**config.mk**
```make
export PLATFORM = sky130hd
export DESIGN_NAME = score_vram_writer
export DESIGN_NICKNAME = d
export VERILOG_FILES = /design/src/rtl/score_vram_writer.sv
export SDC_FILE = /design/constraint.sdc
export NUM_CORES = 1
export LEC_CHECK = 0
export ABC_AREA = 1
export CAP_MARGIN = 25
export CORE_MARGIN = 4
export CORE_UTILIZATION = 39
export DETAILED_ROUTE_END_ITERATION = 6
export GPL_ROUTABILITY_DRIVEN = 0
export HOLD_SLACK_MARGIN = 0.06
export SLEW_MARGIN = 20
export SYNTH_ARGS = -nofsm -noshare
export SYNTH_HDL_FRONTEND = slang
export SYNTH_SLANG_ARGS = --single-unit
```
**constraint.sdc**
```tcl
create_clock -name CLK -period 1.8 [get_ports CLK]
set_input_delay 0.36 -clock CLK [delete_from_list [all_inputs] [get_ports CLK]]
set_output_delay 0.36 -clock CLK [all_outputs]
set_load 0.02 [all_outputs]
```
**src/rtl/score_vram_writer.sv**
```systemverilog
`timescale 1ns/1ps
`default_nettype none
// ============================================================================
//  Module      : score_vram_writer
//  Description : Avalon-MM master that converts a 20-bit binary score into
//                six decimal glyphs (iterative double-dabble) and writes them
//                as two 32-bit IBM-437 words into text-mode VRAM.
//                Optional build macro SCORE_LZ_BLANK_EN blanks leading zeros
//                among d5..d1.
//  Revision    : 1.0 - initial release
// ============================================================================
module score_vram_writer #(
    parameter int unsigned ROW = 2,     // text row of the score field, 0..29
    parameter int unsigned COL = 68,    // first text column, multiple of 4, 0..72
    parameter bit          INV = 1'b0   // inverse-video bit for every glyph
) (
    input  logic        CLK,
    input  logic        RESET_N,
    input  logic        START,
    input  logic [19:0] SCORE,
    output logic        BUSY,
    output logic        DONE,
    output logic [11:0] AVM_ADDR,
    output logic        AVM_WRITE,
    output logic [3:0]  AVM_BYTE_EN,
    output logic [31:0] AVM_WRITEDATA,
    input  logic        AVM_WAITREQUEST
);

    localparam logic [11:0] c_BASE    = 12'(ROW * 20 + COL / 4);
    localparam logic [19:0] c_MAX     = 20'd999999;
    localparam logic [4:0]  c_LAST_IT = 5'd19;

    typedef enum logic [2:0] {
        S_IDLE = 3'd0,
        S_CONV = 3'd1,
        S_PACK = 3'd2,
        S_WR0  = 3'd3,
        S_WR1  = 3'd4
    } state_t;

    state_t      state_q, state_d;
    logic [19:0] score_q, score_d;
    logic [19:0] shift_q, shift_d;
    logic [23:0] bcd_q,   bcd_d;
    logic [4:0]  cnt_q,   cnt_d;
    logic        pend_q,  pend_d;
    logic        busy_q,  busy_d;
    logic        done_q,  done_d;
    logic [11:0] addr_q,  addr_d;
    logic        we_q,    we_d;
    logic [3:0]  be_q,    be_d;
    logic [31:0] data_q,  data_d;
    logic [31:0] word1_q, word1_d;

    logic [19:0] w_clamped;
    logic [23:0] w_adj;
    logic [5:0]  w_blank;
    logic [7:0]  w_char [6];
    logic [31:0] w_word0;
    logic [31:0] w_word1;

    function automatic logic [7:0] glyph(input logic [3:0] nib);
        return {INV, 7'h30 + {3'b000, nib}};
    endfunction

    localparam logic [7:0] c_SPACE = {INV, 7'h20};

    // Digit-to-glyph packing with optional leading-zero blanking.
    always_comb begin
        w_blank = 6'b000000;
`ifdef SCORE_LZ_BLANK_EN
        w_blank[5] = (bcd_q[23:20] == 4'd0);
        for (int i = 4; i >= 1; i--) begin
            w_blank[i] = w_blank[i+1] & (bcd_q[4*i +: 4] == 4'd0);
        end
`endif
        for (int i = 0; i < 6; i++) begin
            w_char[i] = w_blank[i] ? c_SPACE : glyph(bcd_q[4*i +: 4]);
        end
        // char0 (leftmost, most significant digit) lives in bits 7:0
        w_word0 = {w_char[2], w_char[3], w_char[4], w_char[5]};
        w_word1 = {c_SPACE, c_SPACE, w_char[0], w_char[1]};
    end

    // Next-state and registered-output computation.
    always_comb begin
        state_d = state_q;
        score_d = score_q;
        shift_d = shift_q;
        bcd_d   = bcd_q;
        cnt_d   = cnt_q;
        pend_d  = pend_q;
        busy_d  = busy_q;
        done_d  = 1'b0;
        addr_d  = addr_q;
        we_d    = we_q;
        be_d    = be_q;
        data_d  = data_q;
        word1_d = word1_q;

        w_clamped = (SCORE > c_MAX) ? c_MAX : SCORE;

        // double-dabble add-3 correction on every nibble >= 5
        for (int i = 0; i < 6; i++) begin
            w_adj[4*i +: 4] = (bcd_q[4*i +: 4] >= 4'd5) ? bcd_q[4*i +: 4] + 4'd3
                                                         : bcd_q[4*i +: 4];
        end

        // a START during a sequence is remembered and keeps the newest score
        if (START && busy_q) begin
            score_d = w_clamped;
            pend_d  = 1'b1;
        end

        case (state_q)
            S_IDLE: begin
                if (START) begin
                    score_d = w_clamped;
                    shift_d = w_clamped;
                    bcd_d   = 24'd0;
                    cnt_d   = 5'd0;
                    busy_d  = 1'b1;
                    state_d = S_CONV;
                end
            end
            S_CONV: begin
                bcd_d   = {w_adj[22:0], shift_q[19]};
                shift_d = {shift_q[18:0], 1'b0};
                cnt_d   = cnt_q + 5'd1;
                if (cnt_q == c_LAST_IT) begin
                    state_d = S_PACK;
                end
            end
            S_PACK: begin
                data_d  = w_word0;
                word1_d = w_word1;
                addr_d  = c_BASE;
                we_d    = 1'b1;
                be_d    = 4'b1111;
                state_d = S_WR0;
            end
            S_WR0: begin
                if (!AVM_WAITREQUEST) begin
                    addr_d  = c_BASE + 12'd1;
                    data_d  = word1_q;
                    state_d = S_WR1;
                end
            end
            S_WR1: begin
                if (!AVM_WAITREQUEST) begin
                    we_d   = 1'b0;
                    be_d   = 4'b0000;
                    done_d = 1'b1;
                    if (pend_q || START) begin
                        // restart straight into conversion with the newest score
                        shift_d = START ? w_clamped : score_q;
                        bcd_d   = 24'd0;
                        cnt_d   = 5'd0;
                        pend_d  = 1'b0;
                        state_d = S_CONV;
                    end else begin
                        busy_d  = 1'b0;
                        state_d = S_IDLE;
                    end
                end
            end
            default: begin
                state_d = S_IDLE;
            end
        endcase
    end

    // State and output registers, cleared asynchronously.
    always_ff @(posedge CLK or negedge RESET_N) begin
        if (!RESET_N) begin
            state_q <= S_IDLE;
            score_q <= 20'd0;
            shift_q <= 20'd0;
            bcd_q   <= 24'd0;
            cnt_q   <= 5'd0;
            pend_q  <= 1'b0;
            busy_q  <= 1'b0;
            done_q  <= 1'b0;
            addr_q  <= 12'd0;
            we_q    <= 1'b0;
            be_q    <= 4'd0;
            data_q  <= 32'd0;
            word1_q <= 32'd0;
        end else begin
            state_q <= state_d;
            score_q <= score_d;
            shift_q <= shift_d;
            bcd_q   <= bcd_d;
            cnt_q   <= cnt_d;
            pend_q  <= pend_d;
            busy_q  <= busy_d;
            done_q  <= done_d;
            addr_q  <= addr_d;
            we_q    <= we_d;
            be_q    <= be_d;
            data_q  <= data_d;
            word1_q <= word1_d;
        end
    end

    assign BUSY          = busy_q;
    assign DONE          = done_q;
    assign AVM_ADDR      = addr_q;
    assign AVM_WRITE     = we_q;
    assign AVM_BYTE_EN   = be_q;
    assign AVM_WRITEDATA = data_q;

endmodule
`default_nettype wire

```
==> results of run 1 <==
-- cells by family after synthesis --
group                    count (synthesis)
flip-flops                             105
adder cells (fa/ha/maj)                 13
other                                    1
AND/OR/NAND/NOR                        323
buffers and inverters                  135
AO/OA/AOI/OAI                          160
XOR/XNOR                                10
-- worst max path at each step --
stage	start	to	depth (start not counted)
after floorplan	state_q[0]$_DFFE_PN0P_	shift_q[18]$_DFFE_PN0P_	10
after global placement	START	score_q[15]$_DFF_PN0_	8
after detailed placement	START	score_q[0]$_DFF_PN0_	7
after CTS	AVM_WRITEDATA[21]$_DFFE_PN0P_	AVM_WRITEDATA[13]	1
after global routing	state_q[2]$_DFFE_PN0P_	shift_q[5]$_DFFE_PN0P_	9
final	AVM_ADDR[0]$_DFFE_PN0P_	AVM_ADDR[0]	1
-- layout make-up --
cell class / count / area share (%)
clock inverter: 3 / 0.662
tap: 184 / 3.21
inverter: 73 / 3.91
timing repair inverter: 1 / 0.105
clock buffer: 12 / 3.57
timing repair buffer: 110 / 15.6
multi-input combinational: 521 / 36.3
sequential: 105 / 36.6
-- power by group through the flow --
| stage | Clock (mW) | Sequential, mW | Combinational, mW |
|---|---|---|---|
| floorplan | 0 | 3.70 | 3.48 |
| global placement | 0 | 3.67 | 5.22 |
| detailed placement | 0 | 3.70 | 5.33 |
| CTS | 2.11 | 3.66 | 5.36 |
| global route | 2.19 | 3.77 | 6.27 |
| finish | 2.05 | 3.67 | 5.58 |
-- cell usage in the layout, fill, tap and decap left out, types with 9 or more instances in the layout --
master and n:
dfrtp_1 104, clkbuf_16 9, a21oi_1 37, xor2_1 9, or2_2 21, buf_4 40
buf_12 10, o211ai_1 14, nor2_1 63, o22ai_1 13, nand3_1 60, inv_1 66
clkdlybuf4s50_1 47, o21ai_0 87, nand4_1 14, nand2_1 152, conb_1 15, ha_1 13
-- stage by stage --
stage	hold WS (ns)	setup TNS, ns	util [%]	worst slack [ns]	power (mW)
2_1_floorplan	0.0644	0	-	0.360	7.18
3_3_place_gp	0.314	-7.52	46.3	-0.197	8.89
3_5_place_dp	0.321	-9.47	46.3	-0.256	9.03
4_1_cts	0.461	0	48.4	0.00481	11.1
5_1_grt	0.494	-0.00718	49.2	-0.00718	12.2
6_report	0.455	0	49.2	0.0740	11.3
-- flip-flops by register name (all words and copies together), names as in the netlist --
name / cells
AVM_ADDR: 3
AVM_BYTE_EN: 1
AVM_WRITEDATA: 17
BUSY: 1
DONE: 1
bcd_q: 24
cnt_q: 5
pend_q: 1
score_q: 20
shift_q: 20
state_q: 3
word1_q: 9
-- repair_timing --
action	in CTS	in global routing
pin swaps	0	2
setup endpoints to repair	6	29
gates resized for setup	3	16
hold endpoints to repair	25	0
hold buffers	1	0
gates cloned	0	1
setup buffers	0	5
-- metal layers --
layer / routed length [um] / vias up / global-route usage (%)
met3: 801 / 20 / 3.36
li1: - / 2556 / -
met1: 6540 / 2493 / 22.7
met5: 0 / - / 0
met4: 174 / 0 / 4.52
met2: 7100 / 160 / 31.5
-- synthesized netlist by cell type, drive strengths merged --
cell type / n
nand2: 155
o21ai: 88
buf: 49
nor3: 2
or2: 22
a31oi: 7
o211ai: 14
conb: 1
clkbuf: 13
nand4: 14
xnor2: 1
dfrtp: 105
a21oi: 37
nand3: 63
o22ai: 13
xor2: 9
nor2: 67
ha: 13
inv: 73
o32ai: 1
==> results.md, run 1 <==
* Placed cells at a little under 1000
* Antenna cells at 0
* Seq cells post-synth at 105
* Die Y at 130 um
* Cell Rows at 44
* CTS tree: done
* Total track usage at 17.9%
* Worst-case reg-to-reg path depth at 9
* Largest family of logic cells by synthesized area: simple AND/OR/NAND/NOR gates
* Synth Area in Adders at 2.79%
* Yosys cell types at 29
* Initial core utilization at between 30% and 40%
* Hold Path End: word1_q[13]$_DFFE_PN0P_
* Vias in the first global route at 5187
* Mean Syn Cell Area at between 7 and 8 um^2
* Synth Area in XOR/XNOR at 1.50%
* Initial antenna violation count at 0
* Hold Crit Depth at 2
* Vias/cell at 5.18
* Initial DRC Count at roughly 500
* Seq/Total Area, Yosys at a little under half
* Design Area, Final at 7180 um^2
* Min cycle time layout at 1.73 ns
* Critical path peak fanout at 4
* Worst setup path class: reg2out
* Wire per inst at 14.5 um
* Outcome: finished clean
* Synth Area in Compound Gates at 14.8%
* Fin. Hold Viols at 0
* Clk pwr share at 18.2%
* First-pass GRT wire length at 24800 um
* Reg2Reg Launch Point: state_q[2]$_DFFE_PN0P_
* Area after DPL at 6760 um^2
* Worst Path Buf+Inv at 1
* Final #Nets at 858
* Fin crit share at between 90% and 100%
* NetSw at ~4.7 mW
* 1st-pass router iterations at 6
* Power Density at between 1500 and 2000 nW/um^2
* CTS buffer count at 9
* Cells taking the most area after synthesis: dfrtp_1, nand2_1, o21ai_0, nand3_1, inv_1
* Sw frac at 41.4%
* Max Clk Rate at 579 MHz
* Sequential power share at roughly a third
* Critical path's top delay family: buffers and inverters
* Max incr delay on CP at between 0.6 and 0.7 ns
* Slowest CP cell: clkdlybuf4s50_1
* Residual DRC at 0
* Capture point of the worst reg-to-reg path: shift_q[5]$_DFFE_PN0P_
* Multiplexer share of the synthesized area at 0%
* Layout cell share with drive strength beyond 1 at 12.7%
* Post-Syn Area at 5830 um^2
* Clock Pin Slew Worst Setup and Hold Paths at 0.07 ns
* Internal power at 6.61 mW
* Area leader, netlist: dfrtp_1
* Multi-input gate area in the final layout at 2610 um^2
* Max-cap violations at 0
* Area Overhead vs Synth at 23.2%
* Synth Instances at 747
* Peak VDD IR at approximately 730 uV
* Critical Path AT at 1.37 ns
* CP Capture Type: primary output
* Max Slew Vio Count at 0
* Fillers at around 1400
* Startpoint Class: flip-flop
* Die width at between 100 and 150 um
* Tightest Hold Check Type: reg2reg
* Leak at 3.33 nW
* # IOs at 75
* Largest net degree at the start of global routing at 45
* CP Data Required Time at 1.44 ns
* CTS root buf: clkbuf_16
* Skew-Pair Late Insertion Delay at 0.35 ns
* Gr ovfl total at 0
* Comb pwr share at 49.4%
* Die area at approximately 17000 um^2
* Dpl hpwl at 10000 um
* Yosys top cell area share at 45.1%
* Skew final at 0.00426 ns
* Clock sinks at 105
* Simple-gate share of the synthesized area at about a quarter
* Syn. warnings at 0
* Critical Path, Cell by Cell: clkdlybuf4s50_1
* Final Setup Violations at 0
* Worst Hold Launch: word1_q[13]$_DFFE_PN0P_
* FF-to-FF setup slack at approximately 0.10 ns
* Largest buffer count on any clock path at 2
* DR vias at about 5200
* Post-DRT Antenna Nets at 0
* Fin cells at slightly above 1000
* Core area at 14600 um^2
* Sequential cell area at 2630 um^2
* PortBufs at 59
* H-tree Lvls at 3
* Post-Route WL at approximately 15000 um
No activity file was read; power rests on OpenSTA's default activity.
==> inputs of run 2 (changes only) <==
CORE_MARGIN = 2   (was 4)
CTS_BUF_LIST = sky130_fd_sc_hd__clkbuf_8   (was not set)
HOLD_SLACK_MARGIN = 0.02   (was 0.06)
==> run 2 against run 1 <==
  * The run now ends with negative hold slack left
  * First-iteration DRC count decreased by 38%
  * Largest cell class unchanged
  * Register-to-register slack improved by 0.06 ns
  * Critical endpoint is now AVM_ADDR[1]
  * Worst hold slack got worse by 0.49 ns
  * Routed wire length shrank 0.70%
  * Count of clock-buffer cells in the layout shrank 2
==> results.md, run 2 (same netlist as run 1, synthesis figures left out) <==
* Outcome: finished with violations
* Failing checks: negative hold slack
* Capture point of the worst reg-to-reg path: shift_q[8]$_DFFE_PN0P_
* Clock Pin Slew Worst Setup and Hold Paths at ~0.11 ns
* Core Util, Final at 47.6%
* Top reg by flops: bcd_q
* Most frequent cells in the layout: nand2_1, dfrtp_1, o21ai_0
* H-tree Lvls at 3
* Antenna cells at 0
* Fin. Hold Viols at 9
* Layout cell share with drive strength beyond 1 at between 10 and 15%
* Tightest Hold Check Type: in2async
* Max Slew Vio Count at 0
* Worst setup path class: reg2out
* Max Clk Rate at 572 MHz
* Max incr delay on CP at 0.61 ns
* Critical Path Sink: AVM_ADDR[1]
* Design Area, Final at slightly below 7000 um^2
* Wire per inst at 14.4 um
* Initial antenna violation count at 0
* Critical Path AT at 1.39 ns
* Die Y at 126 um
* Vias/cell at 5.17
* Critical path peak fanout at 2
* CTS buffer count at 9
* Die width at 126 um
* NetSw at around 4.6 mW
* Post-DRT Antenna Nets at 0
* Worst-case reg-to-reg path depth at 9
* Post-Route WL at approximately 15000 um
* Cell Rows at 44
* Skew final at 0.00855 ns
* Hold slack at -0.0385 ns
* Final Setup Violations at 0
* Min cycle time layout at 1.75 ns
* Gr ovfl total at 0
* Reg2Reg Launch Point: state_q[0]$_DFFE_PN0P_
* Post-CTS Hold Buffers at 0
* Peak VDD IR at 599 uV
* Initial core utilization at 39.9%
* Residual DRC at 0
* Area after DPL at around 6800 um^2
* Area Overhead vs Synth at 19.2%
* FF-to-FF setup slack at 0.16 ns
* Initial DRC Count at 311
* Critical path's top delay family: buffers and inverters
* Largest register FFs at 24
* Die area at 15900 um^2
* CTS tree: done
* Total track usage at 19.0%
* Largest net degree at the start of global routing at 106
* Max-cap violations at 0
* 1st-pass router iterations at 7
* CP Data Required Time at 1.44 ns
* Clk pwr share at 14.6%
* Power Density at 1500 nW/um^2
* Sequential power share at a little over a third
* DR vias at 5195
* CP Depth at 1
* Placed cells at 989
* Critical Path, Cell by Cell: clkdlybuf4s50_1
* Clock sinks at 105
* Dpl hpwl at approximately 10000 um
* Fin cells at ~1000
* Startpoint Class: flip-flop
* # IOs at 75
* RSZ-0062 raised after global routing: no
* Fin crit share at 97.0%
* CTS root buf: clkbuf_8
* CP Capture Type: primary output
* Slew @ Worst Pin at approximately 0.61 ns
* Slowest CP cell: clkdlybuf4s50_1
* Biggest regs: bcd_q (24), score_q (20), shift_q (20)
* Comb pwr share at 50.4%
* Leak at 3.28 nW
* Commonest non-fill, non-tap cell in the layout: nand2_1
* Core area at 14600 um^2
* PortBufs at 59
* Setup TNS Final at 0 ns
* First-pass GRT wire length at 24800 um
* Internal power at 5.80 mW
* Largest buffer count on any clock path at 2
* Worst Path Buf+Inv at 1
* Skew-Pair Late Insertion Delay at 0.40 ns
* CP startpoint: AVM_ADDR[1]$_DFFE_PN0P_
* Vias in the first global route at 5243
* Sw frac at roughly 44%
* Slew headroom at 59.2%
* Final #Nets at 853
run 2: worst min path at each step:
stage / from / to / cells after the start
6_report: RESET_N / AVM_WRITEDATA[3]$_DFFE_PN0P_ / 2
5_1_grt: RESET_N / AVM_WRITEDATA[3]$_DFFE_PN0P_ / 2
4_1_cts: RESET_N / AVM_WRITEDATA[3]$_DFFE_PN0P_ / 2
3_5_place_dp: word1_q[13]$_DFFE_PN0P_ / word1_q[13]$_DFFE_PN0P_ / 2
3_3_place_gp: word1_q[13]$_DFFE_PN0P_ / word1_q[13]$_DFFE_PN0P_ / 2
2_1_floorplan: RESET_N / AVM_ADDR[0]$_DFFE_PN0P_ / 0
run 2: stage by stage:
step	worst slack, ns	power [mW]
3_3_place_gp	-0.187	8.85
4_1_cts	0.00576	10.5
2_1_floorplan	0.360	7.18
3_5_place_dp	-0.214	8.99
6_report	0.0532	10.4
5_1_grt	0.00137	11.3
run 2: final cells by class:
type                    instances  area (um^2)
multi-input cells             521         2600
inverters                      73          274
clock buffers                  10          138
repair buffers                106         1020
clock inverters                 6         56.3
fillers                      1430         7640
well taps                     184          230
flip-flops and latches        105         2630
run 2: power groups by stage:
stage	registers, mW	clock network [mW]	logic, mW
floorplan	3.70	0	3.48
global placement	3.66	0	5.18
finish	3.65	1.51	5.24
CTS	3.65	1.57	5.26
global route	3.75	1.63	5.91
detailed placement	3.70	0	5.29
run 2: what timing repair did:
| item | 4_1_cts | 5_1_grt |
|---|---|---|
| cloned | 0 | 0 |
| setup endpoints to repair | 18 | 8 |
| setup buffers | 0 | 0 |
| endpoints found under the hold margin | 0 | 0 |
| gates resized for setup | 17 | 8 |
run 2: routing by layer:
metal,wire length [um],GRT usage (%),vias up
li1,-,-,2553
met1,6480,24.5,2482
met2,7070,31.9,137
met3,657,3.48,23
met4,300,7.30,0
met5,0,0,-
